### config.mk
export PLATFORM = sky130hd
export DESIGN_NAME = trivium_byte_xor_flat
export DESIGN_NICKNAME = d
export VERILOG_FILES = /design/src/rtl/trivium_byte_xor_pkg.sv /design/src/rtl/trivium_byte_xor_if.sv /design/src/rtl/trivium_byte_xor_ks_byte_packer.sv /design/src/rtl/trivium_byte_xor.sv /design/src/flat_wrapper.sv
export SDC_FILE = /design/constraint.sdc
export NUM_CORES = 1
export LEC_CHECK = 0
export CORE_MARGIN = 4
export CORE_UTILIZATION = 30
export CTS_CLUSTER_SIZE = 20
export DETAILED_ROUTE_END_ITERATION = 10
export PLACE_DENSITY = 0.5
export SLEW_MARGIN = 30
export SYNTH_ARGS = -nofsm -noshare
export SYNTH_HDL_FRONTEND = slang
export SYNTH_HIERARCHICAL = 1
export SYNTH_SLANG_ARGS = --single-unit
### constraint.sdc
create_clock -name clk -period 3.2 [get_ports clk]
set_input_delay 0.64 -clock clk [delete_from_list [all_inputs] [get_ports clk]]
set_output_delay 0.64 -clock clk [all_outputs]
set_load 0.03 [all_outputs]
### src/rtl/trivium_byte_xor_pkg.sv
// trivium_byte_xor_pkg: shared constants and FSM state type for the keystream byte XOR block.
package trivium_byte_xor_pkg;
   localparam int WARMUP_DEF = 1152;
   localparam int DATA_W = 8;
   typedef enum logic [1:0] {IDLE, WARMUP, FILL, HOLD} state_t;
endpackage

### src/rtl/trivium_byte_xor_if.sv
// trivium_byte_xor_if: byte-wide valid/ready input and output channels.
interface trivium_byte_xor_if
   import trivium_byte_xor_pkg::*;
();
   logic              in_valid;
   logic              in_ready;
   logic [DATA_W-1:0] in_data;
   logic              out_valid;
   logic              out_ready;
   logic [DATA_W-1:0] out_data;
   modport master (output in_valid, in_data, out_ready, input in_ready, out_valid, out_data);
   modport slave (input in_valid, in_data, out_ready, output in_ready, out_valid, out_data);
endinterface

### src/rtl/trivium_byte_xor_ks_byte_packer.sv
// trivium_byte_xor_ks_byte_packer: packs sampled keystream bits LSB first into a byte.
module trivium_byte_xor_ks_byte_packer
   import trivium_byte_xor_pkg::*;
(
   input  logic              clk,
   input  logic              rst,
   input  logic              i_sample,
   input  logic              i_bit,
   input  logic              i_flush,
   output logic [DATA_W-1:0] o_byte,
   output logic              o_byte_done
);
   localparam int CW = $clog2(DATA_W);
   logic [CW-1:0]     r_cnt;
   logic [DATA_W-1:0] r_byte;
   assign o_byte = r_byte;
   assign o_byte_done = i_sample && r_cnt == CW'(DATA_W - 1);
   always_ff @(posedge clk or negedge rst)
      if (!rst) begin
         r_cnt  <= '0;
         r_byte <= '0;
      end else if (i_flush) begin
         r_cnt  <= '0;
         r_byte <= '0;
      end else if (i_sample) begin
         r_byte <= {i_bit, r_byte[DATA_W-1:1]};
         r_cnt  <= o_byte_done ? '0 : r_cnt + 1'b1;
      end
endmodule

### src/rtl/trivium_byte_xor.sv
// trivium_byte_xor: drives the keystream core, drops warm-up bits, and XORs
// each packed keystream byte with one input byte over valid/ready handshakes.
module trivium_byte_xor
   import trivium_byte_xor_pkg::*;
#(
   parameter int WARMUP_CYCLES = WARMUP_DEF
) (
   input  logic clk,
   input  logic rst,
   input  logic i_start,
   input  logic i_clear,
   input  logic i_ks_bit,
   output logic o_ks_enable,
   output logic o_busy,
   trivium_byte_xor_if.slave bus
);
   localparam int WW = $clog2(WARMUP_CYCLES + 1);
   localparam int FW = $clog2(DATA_W + 1);
   state_t            r_state;
   logic [WW-1:0]     r_warm_cnt;
   logic [FW-1:0]     r_fill_cnt;
   logic              r_pend;
   logic              r_out_valid;
   logic [DATA_W-1:0] r_out_data;
   logic [DATA_W-1:0] w_ks_byte;
   logic              w_byte_done;
   logic              w_accept;
   logic              w_fill_en;
   assign w_fill_en = r_state == FILL && r_fill_cnt < FW'(DATA_W);
   assign o_ks_enable = r_state == WARMUP || w_fill_en;
   assign o_busy = r_state != IDLE;
   assign bus.in_ready = r_state == HOLD && (!r_out_valid || bus.out_ready);
   assign bus.out_valid = r_out_valid;
   assign bus.out_data = r_out_data;
   assign w_accept = bus.in_valid && bus.in_ready;
   trivium_byte_xor_ks_byte_packer u_packer (
      .clk         (clk),
      .rst         (rst),
      .i_sample    (r_pend),
      .i_bit       (i_ks_bit),
      .i_flush     (i_clear),
      .o_byte      (w_ks_byte),
      .o_byte_done (w_byte_done)
   );
   // Only fill pulses set pend, so the bit from the last warm-up pulse is never sampled.
   always_ff @(posedge clk or negedge rst)
      if (!rst) begin
         r_state     <= IDLE;
         r_warm_cnt  <= '0;
         r_fill_cnt  <= '0;
         r_pend      <= 1'b0;
         r_out_valid <= 1'b0;
         r_out_data  <= '0;
      end else if (i_clear) begin
         r_state     <= IDLE;
         r_warm_cnt  <= '0;
         r_fill_cnt  <= '0;
         r_pend      <= 1'b0;
         r_out_valid <= 1'b0;
         r_out_data  <= '0;
      end else begin
         r_pend      <= w_fill_en;
         r_fill_cnt  <= w_fill_en ? r_fill_cnt + 1'b1 : '0;
         r_out_valid <= w_accept || (r_out_valid && !bus.out_ready);
         if (w_accept) r_out_data <= bus.in_data ^ w_ks_byte;
         unique case (r_state)
            IDLE:
               if (i_start) begin
                  r_state    <= WARMUP;
                  r_warm_cnt <= '0;
               end
            WARMUP:
               if (r_warm_cnt == WW'(WARMUP_CYCLES - 1)) begin
                  r_state    <= FILL;
                  r_warm_cnt <= '0;
               end else r_warm_cnt <= r_warm_cnt + 1'b1;
            FILL: if (w_byte_done) r_state <= HOLD;
            HOLD: if (w_accept) r_state <= FILL;
         endcase
      end
endmodule

### src/flat_wrapper.sv
// flat-port wrapper written by rule: the top's interface ports become plain ports
module trivium_byte_xor_flat import trivium_byte_xor_pkg::*;
#(
   parameter int WARMUP_CYCLES = WARMUP_DEF
)
  (clk, rst, i_start, i_clear, i_ks_bit, o_ks_enable, o_busy, bus_in_valid, bus_in_data, bus_out_ready, bus_in_ready, bus_out_valid, bus_out_data);
  trivium_byte_xor_if bus_i ();
  input  logic clk;
  input  logic rst;
  input  logic i_start;
  input  logic i_clear;
  input  logic i_ks_bit;
  output logic o_ks_enable;
  output logic o_busy;
  input wire logic [$bits(bus_i.in_valid)-1:0] bus_in_valid;
  input wire logic [$bits(bus_i.in_data)-1:0] bus_in_data;
  input wire logic [$bits(bus_i.out_ready)-1:0] bus_out_ready;
  output wire logic [$bits(bus_i.in_ready)-1:0] bus_in_ready;
  output wire logic [$bits(bus_i.out_valid)-1:0] bus_out_valid;
  output wire logic [$bits(bus_i.out_data)-1:0] bus_out_data;
  assign bus_i.in_valid = bus_in_valid;
  assign bus_i.in_data = bus_in_data;
  assign bus_i.out_ready = bus_out_ready;
  assign bus_in_ready = bus_i.in_ready;
  assign bus_out_valid = bus_i.out_valid;
  assign bus_out_data = bus_i.out_data;
  trivium_byte_xor #(.WARMUP_CYCLES(WARMUP_CYCLES)) u_core (.clk(clk), .rst(rst), .i_start(i_start), .i_clear(i_clear), .i_ks_bit(i_ks_bit), .o_ks_enable(o_ks_enable), .o_busy(o_busy), .bus(bus_i));
endmodule
## Word-level counts from Yosys, hierarchy flattened

Cells that the tools add are included.

- Magnitude comparators: 1
- Muxes and demuxes: 21
- Bitwise gates (word level): 1
- Eq/ne operators: 9
- Reduce and logical (&&, ||, !) cells: 17
- Add/sub/neg operators: 3

Operators by type and width:

| operator | count |
|---|---|
| $mux 11 | 3 |
| $mux 8 | 4 |
| $pmux 11 s2 | 1 |
| $add 11x1->11 const B | 1 |
| $eq 11x11->1 const B | 1 |
| $mux 2 | 5 |
| $mux 3 | 3 |
| $ne 3x3->1 const B | 3 |
| $mux 4 | 2 |
| $pmux 2 s4 | 1 |
| $xor 8x8->8 | 1 |
| $reduce_bool 2->1 | 3 |
| $logic_and 1x1->1 | 5 |
| $add 4x1->4 const B | 1 |
| $eq 2x2->1 const B | 2 |
| $lt 4x4->1 const B | 1 |
| $reduce_and 4->1 | 1 |
| $add 3x1->3 const B | 1 |
| $eq 3x3->1 const B | 1 |
| $logic_or 1x1->1 | 3 |
| $ne 3x2->1 const B | 1 |
| $reduce_bool 3->1 | 1 |
| $eq 2x1->1 const B | 1 |
| $logic_not 1->1 | 2 |
| other kinds (3) | 4 |

- Bits of input ports: 15
- Bits in registers: 38
- Output and inout bits: 12

## Longest topological paths before layout

- Depth in word-level cells: 7
- Gate-level depth with buffers: 6
- Mapped depth without buffers: 6

## By module

The synthesis kept the hierarchy.

Modules (own cells, without submodules):

| module | times used | area an instance (µm²) | cells each |
|---|---|---|---|
| trivium_byte_xor | 1 | 1,320.0 | 128 |
| trivium_byte_xor_ks_byte_packer | 1 | 485.5 | 39 |

## Worst setup path before layout

Ideal clock, no wire load.

- Path type: register -> output
- Start: register u_core.r_state[0]
- End: output port o_ks_enable
- Arrival time: 1,116 ps
- Stages on the path, launching flop included: 4
- Setup slack: 1,444 ps
- Cell sequence: dfrtp_1 buf_4 or3_1 nand2_1

- Cells in the longest elaborated chain, start to end: 3
- Elaborated cells between the ends (all ways): 4

Ends and longest elaborated chain:

| element | line | source |
|---|---|---|
| start, declared | trivium_byte_xor.sv:19 | `state_t r_state;` |
| start signal, assigned | trivium_byte_xor.sv:48 | `r_state <= IDLE;` |
| start signal, assigned | trivium_byte_xor.sv:55 | `r_state <= IDLE;` |
| start signal, assigned | trivium_byte_xor.sv:69 | `r_state <= WARMUP;` |
| $eq 2x2->1 | trivium_byte_xor.sv:29 | `assign w_fill_en = r_state == FILL && r_fill_cnt < FW'(DATA_W);` |
| $logic_and 1x1->1 | trivium_byte_xor.sv:29 |  |
| $logic_or 1x1->1 * | trivium_byte_xor.sv:30 | `assign o_ks_enable = r_state == WARMUP \|\| w_fill_en;` |
| end, declared | flat_wrapper.sv:13 | `output logic o_ks_enable;` |

Every way passes the cells marked *; elsewhere a longest branch is shown, timed or not.

## Worst setup path in the final report

- Start: register u_core.r_state[1]
- End: output port o_ks_enable

Same word-level chain as after synthesis.

==> metrics.txt <==
# TYPE chip_impl_metric gauge
chip_impl_metric{name="placement.io_buffers",unit=""} 26
chip_impl_metric{name="slew_headroom",unit="%"} 60.0
chip_impl_metric{name="worstPathBufferInverterCount",unit=""} 2
chip_impl_metric{name="post-place-cells",unit=""} 257
chip_impl_metric{name="finish.utilization",unit="%"} 39.0
chip_impl_info{name="cell_accounting_for_the_most_synthesized_area",value="dfrtp_1"} 1
chip_impl_metric{name="worst-path-max-fanout",unit=""} 8
chip_impl_info{name="critPathLaunch",value="u_core/r_state[1]"} 1
chip_impl_metric{name="delay_of_the_slowest_cell_on_the_worst_path",unit="ps"} 660
chip_impl_metric{name="clock_insertion_delay_worst_skew",unit="ps"} 290
chip_impl_metric{name="max_cap_viol_count",unit=""} 0
chip_impl_metric{name="worst_pin_slew",unit="ps"} 600
chip_impl_metric{name="ant_nets",unit=""} 0
chip_impl_metric{name="setup_tns",unit="ps"} 0
chip_impl_metric{name="cp_data_arrival_time",unit="ps"} 2040
chip_impl_info{name="worstReg2RegEnd",value="u_core/r_warm_cnt[10]"} 1
chip_impl_metric{name="final_min_period_over_clock_period",unit="%"} 83.8
chip_impl_metric{name="floorplan.die_area",unit="sq um"} 7320
chip_impl_metric{name="r2r.worst_path.cells",unit=""} 4
chip_impl_metric{name="tritoncts_num_sinks",unit=""} 38
chip_impl_metric{name="initial_core_utilization",unit="%"} 31.8
chip_impl_metric{name="num_io_pins",unit=""} 27
chip_impl_info{name="critical_path.slowest_cell",value="clkdlybuf4s50_1"} 1
chip_impl_info{name="outcome",value="complete, no violations"} 1
chip_impl_metric{name="htreeDepth",unit=""} 2
chip_impl_metric{name="cts-hold-fix-buffers",unit=""} 0
chip_impl_info{name="synth-main-ff-cell",value="dfrtp_1"} 1
chip_impl_metric{name="final.min_clock_period",unit="ps"} 2680
chip_impl_info{name="crit_end_category",value="output port"} 1
chip_impl_metric{name="clock_path_buffers",unit=""} 2
chip_impl_metric{name="totalWireLength",unit="um"} 3740
chip_impl_metric{name="syn_avg_cell_area",unit="sq um"} 10.8
chip_impl_metric{name="critical_path_required",unit="ps"} 2560
chip_impl_info{name="regToRegStartpoint",value="u_core/r_state[0]"} 1
chip_impl_info{name="cp_cell_sequence",value="inv_1, or3_1, nand2_1, clkdlybuf4s50_1"} 1
chip_impl_metric{name="grt_util_all_layers",unit="%"} 11.4
chip_impl_metric{name="die-height",unit="um"} 85.6
chip_impl_metric{name="yosys.cell_types.count",unit=""} 40
chip_impl_metric{name="netlist_area",unit="sq um"} 1810
chip_impl_metric{name="power_per_cell_area",unit="nW/um^2"} 429
chip_impl_metric{name="synth.net_count",unit=""} 186
chip_impl_info{name="setup_repair_after_global_routing_missed_its_margin",value="no"} 1
chip_impl_metric{name="hold_viol",unit=""} 0
chip_impl_metric{name="floorplan.core_area",unit="sq um"} 5680
chip_impl_info{name="path_delay_family",value="buffers and inverters"} 1
chip_impl_info{name="worstHoldPathType",value="in2async"} 1
chip_impl_metric{name="drive_above_1_share",unit="%"} 7.25
chip_impl_metric{name="area.growth.synth_to_final",unit="%"} 22.5
chip_impl_metric{name="timing.clock.skew",unit="ps"} 6.45
chip_impl_metric{name="seq_area_frac_synth",unit="%"} 52.7
chip_impl_info{name="path_class",value="reg2out"} 1
chip_impl_metric{name="rows",unit=""} 27
chip_impl_metric{name="routability_driven_placement_congestion_ratio",unit=""} 0.786
chip_impl_metric{name="synth_async_sr_flop_share",unit="%"} 100
chip_impl_metric{name="grt_pass1_wl",unit="um"} 6560
chip_impl_metric{name="total_leakage_power",unit="nW"} 0.917
chip_impl_metric{name="ctsResizeCount",unit=""} 0
chip_impl_metric{name="worst-r2r-setup-slack",unit="ps"} 1510
chip_impl_info{name="post_synth_most_frequent_cells",value="dfrtp_1, nor2_1, mux2i_1, xnor2_1, a211oi_1"} 1
chip_impl_metric{name="yosysTopAreaCellShare",unit="%"} 52.7
chip_impl_metric{name="detailedRoute.firstPassIterationCount",unit=""} 4
chip_impl_metric{name="post_drt_wl_per_cell",unit="um"} 14.1
chip_impl_metric{name="gr-total-overflow",unit=""} 0
chip_impl_metric{name="slew_violations",unit=""} 0
chip_impl_metric{name="antenna_violations_before_repair",unit=""} 0
chip_impl_metric{name="drc_violation_count_after_routing",unit=""} 0
chip_impl_metric{name="ys_warn_count",unit=""} 6
chip_impl_metric{name="cts_inserted_buffers",unit=""} 5
chip_impl_metric{name="design.final.nets",unit=""} 211
chip_impl_metric{name="grt_pass1_vias",unit=""} 1370
chip_impl_metric{name="synth.ff_latch_count",unit=""} 38
chip_impl_metric{name="post_layout_nonfiller_instances",unit=""} 265
chip_impl_info{name="synth_area_leaders",value="dfrtp_1, nor2_1, mux2i_1"} 1
chip_impl_info{name="crit_path_start_kind",value="register"} 1
chip_impl_metric{name="peakVddDrop",unit="mV"} 0.155
chip_impl_metric{name="synth_edf_count",unit=""} 0
chip_impl_metric{name="syn-instance-count",unit=""} 167
chip_impl_metric{name="antenna_cells",unit=""} 0
chip_impl_info{name="yosysMostFrequentCell",value="dfrtp_1"} 1
chip_impl_metric{name="setup_viol_count_final",unit=""} 0
chip_impl_metric{name="cts.repair_timing.setup_buffer_count",unit=""} 0
chip_impl_metric{name="route.vias.total",unit=""} 1325
chip_impl_info{name="cts_root_buffer",value="clkbuf_8"} 1
chip_impl_metric{name="cts.clk_slew.worst_paths",unit="ps"} 80
chip_impl_metric{name="dieWidth",unit="um"} 85.6
chip_impl_metric{name="avgViaCountPerCell",unit=""} 5.00
chip_impl_metric{name="achievable-frequency",unit="MHz"} 373
chip_impl_metric{name="path_depth",unit=""} 4
chip_impl_metric{name="pin_count_of_the_biggest_net_entering_global_routing",unit=""} 39
chip_impl_metric{name="drt_iter0_markers",unit=""} 112
chip_impl_info{name="tritoncts_clock_tree",value="yes"} 1
chip_impl_metric{name="dp_hpwl",unit="um"} 2600
-- through the flow --
| stage | instance area (sq um) | hold WS (ps) | setup slack [ps] | total power [mW] |
|---|---|---|---|---|
| 4_1_cts | 2210 | 485 | 486 | 0.963 |
| 5_1_grt | 2210 | 348 | 395 | 0.993 |
| 6_report | 2210 | 304 | 517 | 0.949 |
| 2_1_floorplan | 1810 | 344 | 1440 | 0.523 |
| 3_5_place_dp | 2100 | 473 | 509 | 0.561 |
| 3_3_place_gp | 2100 | 454 | 537 | 0.560 |
-- flip-flops by register name, indices dropped and copies added, names as in the netlist --
register and cells:
u_core/u_packer/o_byte 8, u_core/r_fill_cnt 4, u_core/bus.out_data 8, u_core/bus.out_valid 1, u_core/r_pend 1, u_core/u_packer/r_cnt 3, u_core/r_warm_cnt 11, u_core/r_state 2
-- area by class of cell --
class,instances,area (sq um)
Fill cell,576,3460
Multi-Input combinational cell,118,792
Clock buffer,7,76.3
Inverter,2,7.51
Tap cell,72,90.1
Timing Repair Buffer,27,265
Sequential cell,38,951
Clock inverter,1,30.0
-- layer usage --
metal  wire (um)  GRT usage [%]
met5           0              0
met4          52           4.32
met3         221           4.13
met2        1770           17.2
met1        1700           14.9
-- power breakdown --
part / internal [mW] / switching [mW] / total, mW
Sequential: 0.482 / 0.00382 / 0.486
Clock: 0.233 / 0.166 / 0.399
Combinational: 0.0292 / 0.0352 / 0.0643
Total: 0.745 / 0.205 / 0.949
-- cells in the final DEF, fill, tap and decap left out, types with 2 or more instances in the layout --
cell and instances:
xor2_1 5, nand2b_1 2, buf_4 2, o2111ai_1 2
a21oi_1 5, o21ai_0 5, clkdlybuf4s50_1 25, ha_1 4
nor3_1 3, clkbuf_1 2, a22o_1 2, xnor2_1 9
inv_1 2, and2_1 2, or3_1 3, nand4_1 2
clkbuf_8 5, and3_1 2, o211ai_1 2, nor2_1 31
dfrtp_1 38, and4_1 3, mux2i_1 9, nand2_1 4
a211oi_1 8, o31ai_1 2
-- logic make-up after synthesis --
kind of cell / synth area share [%]
multiplexers: 5.61
AO/OA/AOI/OAI: 12.0
buffers and inverters: 3.47
XOR/XNOR: 6.79
adder cells (fa/ha/maj): 2.77
flip-flops: 52.7
AND/OR/NAND/NOR: 16.7
-- worst max-delay path by stage --
stage / to / slack (ps)
floorplan: o_ks_enable / 1440
global placement: bus_in_ready / 540
detailed placement: bus_in_ready / 510
CTS: o_ks_enable / 490
global route: o_ks_enable / 390
finish: o_ks_enable / 520
Power figures use the tool's default switching activity.
